[src/rtl/lsu_mem_stage.sv]
// RV32I load/store unit between EX and a word-wide req/ack data memory.
// Define LSU_MISALIGN_TRAP_EN to trap misaligned H/W accesses instead of forcing alignment.
module lsu_mem_stage #(
  parameter int unsigned TIMEOUT_CYCLES = 16,
  parameter int unsigned CNT_W          = 8
) (
  input  logic        clk,
  input  logic        rst,
  input  logic        start,
  input  logic        we,
  input  logic [2:0]  funct3,
  input  logic [31:0] addr,
  input  logic [31:0] wdata,
  output logic        busy,
  output logic        done,
  output logic        err,
  output logic [31:0] rdata,
  output logic        mem_req,
  output logic        mem_we,
  output logic [31:0] mem_addr,
  output logic [3:0]  mem_wstrb,
  output logic [31:0] mem_wdata,
  input  logic [31:0] mem_rdata,
  input  logic        mem_ack
);

  localparam logic [1:0] S_IDLE = 2'd0;
  localparam logic [1:0] S_REQ  = 2'd1;
  localparam logic [1:0] S_DONE = 2'd2;

  localparam logic [2:0] F3_B  = 3'b000;
  localparam logic [2:0] F3_H  = 3'b001;
  localparam logic [2:0] F3_W  = 3'b010;
  localparam logic [2:0] F3_BU = 3'b100;
  localparam logic [2:0] F3_HU = 3'b101;

  logic [1:0]       state_q, state_d;
  logic [CNT_W-1:0] cnt_q, cnt_d;
  logic             we_q, we_d;
  logic [2:0]       f3_q, f3_d;
  logic [1:0]       off_q, off_d;
  logic             busy_q, busy_d;
  logic             done_q, done_d;
  logic             err_q, err_d;
  logic [31:0]      rdata_q, rdata_d;
  logic             mem_req_q, mem_req_d;
  logic             mem_we_q, mem_we_d;
  logic [31:0]      mem_addr_q, mem_addr_d;
  logic [3:0]       mem_wstrb_q, mem_wstrb_d;
  logic [31:0]      mem_wdata_q, mem_wdata_d;

  logic             f3_ok;
  logic [1:0]       off_eff;
  logic [3:0]       strb_new;
  logic [31:0]      wdata_new;
  logic [31:0]      load_ext;
  logic [7:0]       ld_byte;
  logic [15:0]      ld_half;
  logic [CNT_W-1:0] cnt_inc;
  logic             timeout_hit;

  // Decode request: lane offset (low bits forced to the access size), strobes, replicated data
  always_comb begin
    f3_ok     = 1'b0;
    off_eff   = addr[1:0];
    strb_new  = 4'b0000;
    wdata_new = wdata;
    case (funct3)
      F3_B, F3_BU: begin
        f3_ok     = 1'b1;
        strb_new  = 4'b0001 << off_eff;
        wdata_new = {4{wdata[7:0]}};
      end
      F3_H, F3_HU: begin
        f3_ok     = 1'b1;
        off_eff   = {addr[1], 1'b0};
        strb_new  = 4'b0011 << off_eff;
        wdata_new = {2{wdata[15:0]}};
      end
      F3_W: begin
        f3_ok     = 1'b1;
        off_eff   = 2'b00;
        strb_new  = 4'b1111;
      end
      default: f3_ok = 1'b0;
    endcase
    if (!we) strb_new = 4'b0000;
  end

`ifdef LSU_MISALIGN_TRAP_EN
  logic misalign;
  assign misalign = (((funct3 == F3_H) || (funct3 == F3_HU)) && addr[0]) ||
                    ((funct3 == F3_W) && (addr[1:0] != 2'b00));
`endif

  // Extract and extend the addressed lane of the returned word
  always_comb begin
    case (off_q)
      2'd0:    ld_byte = mem_rdata[7:0];
      2'd1:    ld_byte = mem_rdata[15:8];
      2'd2:    ld_byte = mem_rdata[23:16];
      default: ld_byte = mem_rdata[31:24];
    endcase
    ld_half = off_q[1] ? mem_rdata[31:16] : mem_rdata[15:0];
    case (f3_q)
      F3_B:    load_ext = {{24{ld_byte[7]}}, ld_byte};
      F3_BU:   load_ext = {24'd0, ld_byte};
      F3_H:    load_ext = {{16{ld_half[15]}}, ld_half};
      F3_HU:   load_ext = {16'd0, ld_half};
      default: load_ext = mem_rdata;
    endcase
  end

  assign cnt_inc     = cnt_q + CNT_W'(1);
  assign timeout_hit = (TIMEOUT_CYCLES != 0) && (cnt_inc == CNT_W'(TIMEOUT_CYCLES));

  // Next-state and registered-output logic
  always_comb begin
    state_d     = state_q;
    cnt_d       = cnt_q;
    we_d        = we_q;
    f3_d        = f3_q;
    off_d       = off_q;
    done_d      = 1'b0;
    err_d       = 1'b0;
    rdata_d     = rdata_q;
    mem_req_d   = 1'b0;
    mem_we_d    = 1'b0;
    mem_addr_d  = mem_addr_q;
    mem_wstrb_d = mem_wstrb_q;
    mem_wdata_d = mem_wdata_q;
    case (state_q)
      S_IDLE: begin
        if (start) begin
          if (!f3_ok) begin
            state_d = S_DONE;
            done_d  = 1'b1;
            err_d   = 1'b1;
          end
`ifdef LSU_MISALIGN_TRAP_EN
          else if (misalign) begin
            state_d = S_DONE;
            done_d  = 1'b1;
            err_d   = 1'b1;
          end
`endif
          else begin
            state_d     = S_REQ;
            cnt_d       = '0;
            we_d        = we;
            f3_d        = funct3;
            off_d       = off_eff;
            mem_req_d   = 1'b1;
            mem_we_d    = we;
            mem_addr_d  = {addr[31:2], 2'b00};
            mem_wstrb_d = strb_new;
            mem_wdata_d = wdata_new;
          end
        end
      end
      S_REQ: begin
        if (mem_ack) begin
          if (!we_q) rdata_d = load_ext;
          state_d = S_DONE;
          done_d  = 1'b1;
        end else begin
          cnt_d = cnt_inc;
          if (timeout_hit) begin
            state_d = S_DONE;
            done_d  = 1'b1;
            err_d   = 1'b1;
          end else begin
            mem_req_d = 1'b1;
            mem_we_d  = we_q;
          end
        end
      end
      S_DONE: state_d = S_IDLE;
      default: state_d = S_IDLE;
    endcase
    busy_d = (state_d != S_IDLE);
  end

  always_ff @(posedge clk) begin
    if (rst) begin
      state_q     <= S_IDLE;
      cnt_q       <= '0;
      we_q        <= 1'b0;
      f3_q        <= 3'b000;
      off_q       <= 2'b00;
      busy_q      <= 1'b0;
      done_q      <= 1'b0;
      err_q       <= 1'b0;
      rdata_q     <= '0;
      mem_req_q   <= 1'b0;
      mem_we_q    <= 1'b0;
      mem_addr_q  <= '0;
      mem_wstrb_q <= 4'b0000;
      mem_wdata_q <= '0;
    end else begin
      state_q     <= state_d;
      cnt_q       <= cnt_d;
      we_q        <= we_d;
      f3_q        <= f3_d;
      off_q       <= off_d;
      busy_q      <= busy_d;
      done_q      <= done_d;
      err_q       <= err_d;
      rdata_q     <= rdata_d;
      mem_req_q   <= mem_req_d;
      mem_we_q    <= mem_we_d;
      mem_addr_q  <= mem_addr_d;
      mem_wstrb_q <= mem_wstrb_d;
      mem_wdata_q <= mem_wdata_d;
    end
  end

  assign busy      = busy_q;
  assign done      = done_q;
  assign err       = err_q;
  assign rdata     = rdata_q;
  assign mem_req   = mem_req_q;
  assign mem_we    = mem_we_q;
  assign mem_addr  = mem_addr_q;
  assign mem_wstrb = mem_wstrb_q;
  assign mem_wdata = mem_wdata_q;

endmodule
[config.mk]
export PLATFORM = sky130hd
export DESIGN_NAME = lsu_mem_stage
export DESIGN_NICKNAME = d
export VERILOG_FILES = /design/src/rtl/lsu_mem_stage.sv
export SDC_FILE = /design/constraint.sdc
export NUM_CORES = 1
export LEC_CHECK = 0
export BUFFER_PORTS_ARGS = -buffer_cell sky130_fd_sc_hd__buf_2
export CELL_PAD_IN_SITES_DETAIL_PLACEMENT = 1
export CELL_PAD_IN_SITES_GLOBAL_PLACEMENT = 1
export CORE_ASPECT_RATIO = 0.8
export CORE_MARGIN = 2
export CORE_UTILIZATION = 30
export DETAILED_ROUTE_END_ITERATION = 8
export PLACE_DENSITY = 0.74
export SKIP_CTS_REPAIR_TIMING = 1
export SKIP_LAST_GASP = 1
export SLEW_MARGIN = 20
export SYNTH_ARGS = -nofsm -noshare
export SYNTH_HDL_FRONTEND = slang
export SYNTH_SLANG_ARGS = --single-unit
[constraint.sdc]
create_clock -name clk -period 2.1 [get_ports clk]
set_input_delay 0.525 -clock clk [delete_from_list [all_inputs] [get_ports clk]]
set_output_delay 0.525 -clock clk [all_outputs]
set_load 0.01 [all_outputs]
==> results.toml <==
[run_status]
status = "finished, final reports clean"

[sta]
fmax_ghz = 0.520
fin_crit_sh_pct = 91.6
fin_tns_setup_ns = 0
slew_headroom_pct = 62.2
fin_crit_ns = 1.92
final_hold_viol_count = 0
rsz0062_at_grt = "no"
tightest_slew_ns = 0.566
holdWs_ns = 0.347
setup_ws_ns = 0.177
clock_skew_ns = 0.00990
report.final.slew_viol_count = 0
setup_violations = 0

[critical_path]
cp.required_ns = 2.37
path_max_fanout = 8
cp-start-kind = "flop"
worstPathCellList = "nand2b_1 > or3b_1 > a211oi_2 > a221oi_1"
reg2reg_to = "rdata[8]"
r2r.worst_path.cells = 4
ff2ff_setup_slack_ns = 0.18
max_stage_delay_ns = 0.51
critPathSlowestCell = "or3b_1"
cp-end-kind = "flop"
endpoint = "rdata[8]"
startpoint = "state_q[0]"
rr_startpoint = "state_q[0]"
worst-setup-path-type = "reg2reg"
arrival_ns = 2.19

[drt]
first_pass_iters = 4
final_antenna_net_count = 0
drc = 0
wl_per_cell_um = 17.1
vias = 5419
vias_per_cell = 5.01
wirelength_um = 18500
drtIter0Drc = 277

[clock_network]
clkTransAtPathRegs_ns = 0.06
clk_latency_ns = 0.41
cts.sinks = 119
clk_path_buf_depth = 2
cts_buffers = 17
htree_levels = 4
cts_root_buf = "clkbuf_16"
cts_tree = "yes"

[global_routing]
grt_max_degree = 50
grt_usage_pct = 19.6
grt_antenna_before_repair = 3
gr-total-overflow = 0
first_global_vias = 5474
grt_pass1_wl_um = 29100

[job]
drv_cap = 0

[logic_synthesis]
netlist_area_um2 = 5330
syn_area_per_cell_um2 = 8.24
yosysWarnings = 0
netlist_instances = 646
synth_common_cells = "nand2_1 (129), dfxtp_1 (119), a21oi_1 (79)"
synth_edf_count = 0
synth_top_area_cell = "dfxtp_1"
ys.flop_type = "dfxtp_1"
seq_area_frac_synth_pct = 44.7
yosysMostFrequentCell = "nand2_1"
netlist_top_cells_area = "dfxtp_1 (45%), nand2_1 (9.1%), a21oi_1 (7.4%), mux2i_1 (4.5%), nor2_1 (4.3%)"
ys_types = 47
synth_top_area_share_pct = 44.7
postSynth.asyncResetShare_pct = 0
yosys_register_bits = 119

[pwr]
p_leak_nw = 3.13
p_sw_mw = 1.67
p_comb_share_pct = 14.4
pwr-share-clk_pct = 47.3
power_mw = 6.42
ir_worst_vdd_v = 0.000650
power.internal_mw = 4.75
p_per_area_nw_per_um2 = 877
seqPwrFrac_pct = 38.3
p_sw_share_pct = 26.0

[layout]
n_fill_cell = 2133
num-nets-final = 948
final_area_um2 = 7310
multi_input_area_um2 = 2720
area_growth_pct = 37.3
drive_above_1_share_pct = 34.0
regArea_um2 = 2380

[die]
std_cell_rows = 43
dieWidth_um = 153
dieArea_um2 = 18800
fp.dieH_um = 123
start_util_pct = 30.6
design.core.area_um2 = 17400
pin_count = 209

[placed_design]
dp_hpwl_um = 13500
place.gp.congestion = 0.819
dp_slack_ns = 0.133
port_buffers = 206
placed_cell_area_um2 = 6700

[worst_hold_path]
holdPathStages = 3
hold_path_class = "in2reg"
[kinds of logic after synthesis]
logic type	count (synthesis)	synth area share (%)
simple gates	234	18.9
other cells	1	0.0704
buf+inv	60	4.53
flops	119	44.7
mux	35	6.84
fa+ha+maj	1	0.235
compound gates	196	24.6
[layer usage]
layer	vias up	share of wire (%)	track usage, %
met2	129	46	30.6
met5	-	0.14	0
met4	4	1.2	6.13
li1	2686	-	-
met3	19	6.2	7.26
met1	2581	47	25.3
[worst max-delay path, delay by kind of cell, from the launching register on]
family / cells / cell delay [ns]
compound gates: 2 / 0.66
flops: 1 / 0.47
simple gates: 2 / 0.64
[flip-flops by register name, indices dropped and copies added (netlist names)]
| register | flops |
|---|---|
| state_q | 2 |
| done | 1 |
| mem_wdata | 32 |
| mem_req | 1 |
| mem_we | 1 |
| f3_q | 3 |
| busy | 1 |
| err | 1 |
| cnt_q | 8 |
| we_q | 1 |
| rdata | 32 |
| off_q | 2 |
| mem_addr | 30 |
| mem_wstrb | 4 |
[through the flow]
stage / util [%] / cells
detailed placement: 38.5 / 1049
global placement: 38.5 / 1049
CTS: 42.1 / 1081
floorplan: - / 647
finish: 42.1 / 1082
global route: 42.1 / 1082
[final cells by class]
| cell class | count | area share, % |
|---|---|---|
| clock buffers | 19 | 5.92 |
| clock inverters | 13 | 2.46 |
| multi-input cells | 468 | 37.2 |
| inverters | 5 | 0.257 |
| repair buffers | 232 | 17.7 |
| well taps | 225 | 3.85 |
| flip-flops and latches | 119 | 32.6 |
| diodes | 1 | 0.0342 |
[worst min path at each step]
stage                      start            to
finish                  addr[14]  mem_addr[14]
global route            addr[12]  mem_addr[12]
CTS                      addr[9]   mem_addr[9]
detailed placement  mem_wdata[1]  mem_wdata[1]
global placement     mem_addr[9]   mem_addr[9]
floorplan                f3_q[2]       f3_q[2]
[power by group through the flow]
stage	logic (mW)	registers [mW]	clock network [mW]
2_1_floorplan	0.451	2.56	0
5_1_grt	1.02	2.47	3.23
3_3_place_gp	0.914	2.50	0
3_5_place_dp	0.923	2.51	0
4_1_cts	0.932	2.46	3.12
6_report	0.925	2.46	3.03
[cells in the final DEF (no fill, tap or decap), drive strengths merged, types with 11 or more instances in the layout]
cell type  count
a21oi         79
nor2          61
clkbuf        19
mux2          11
nand3         12
dfxtp        119
nand2        129
mux2i         24
o21ai         31
a211oi        36
buf          232
No activity file was read; power rests on OpenSTA's default activity.
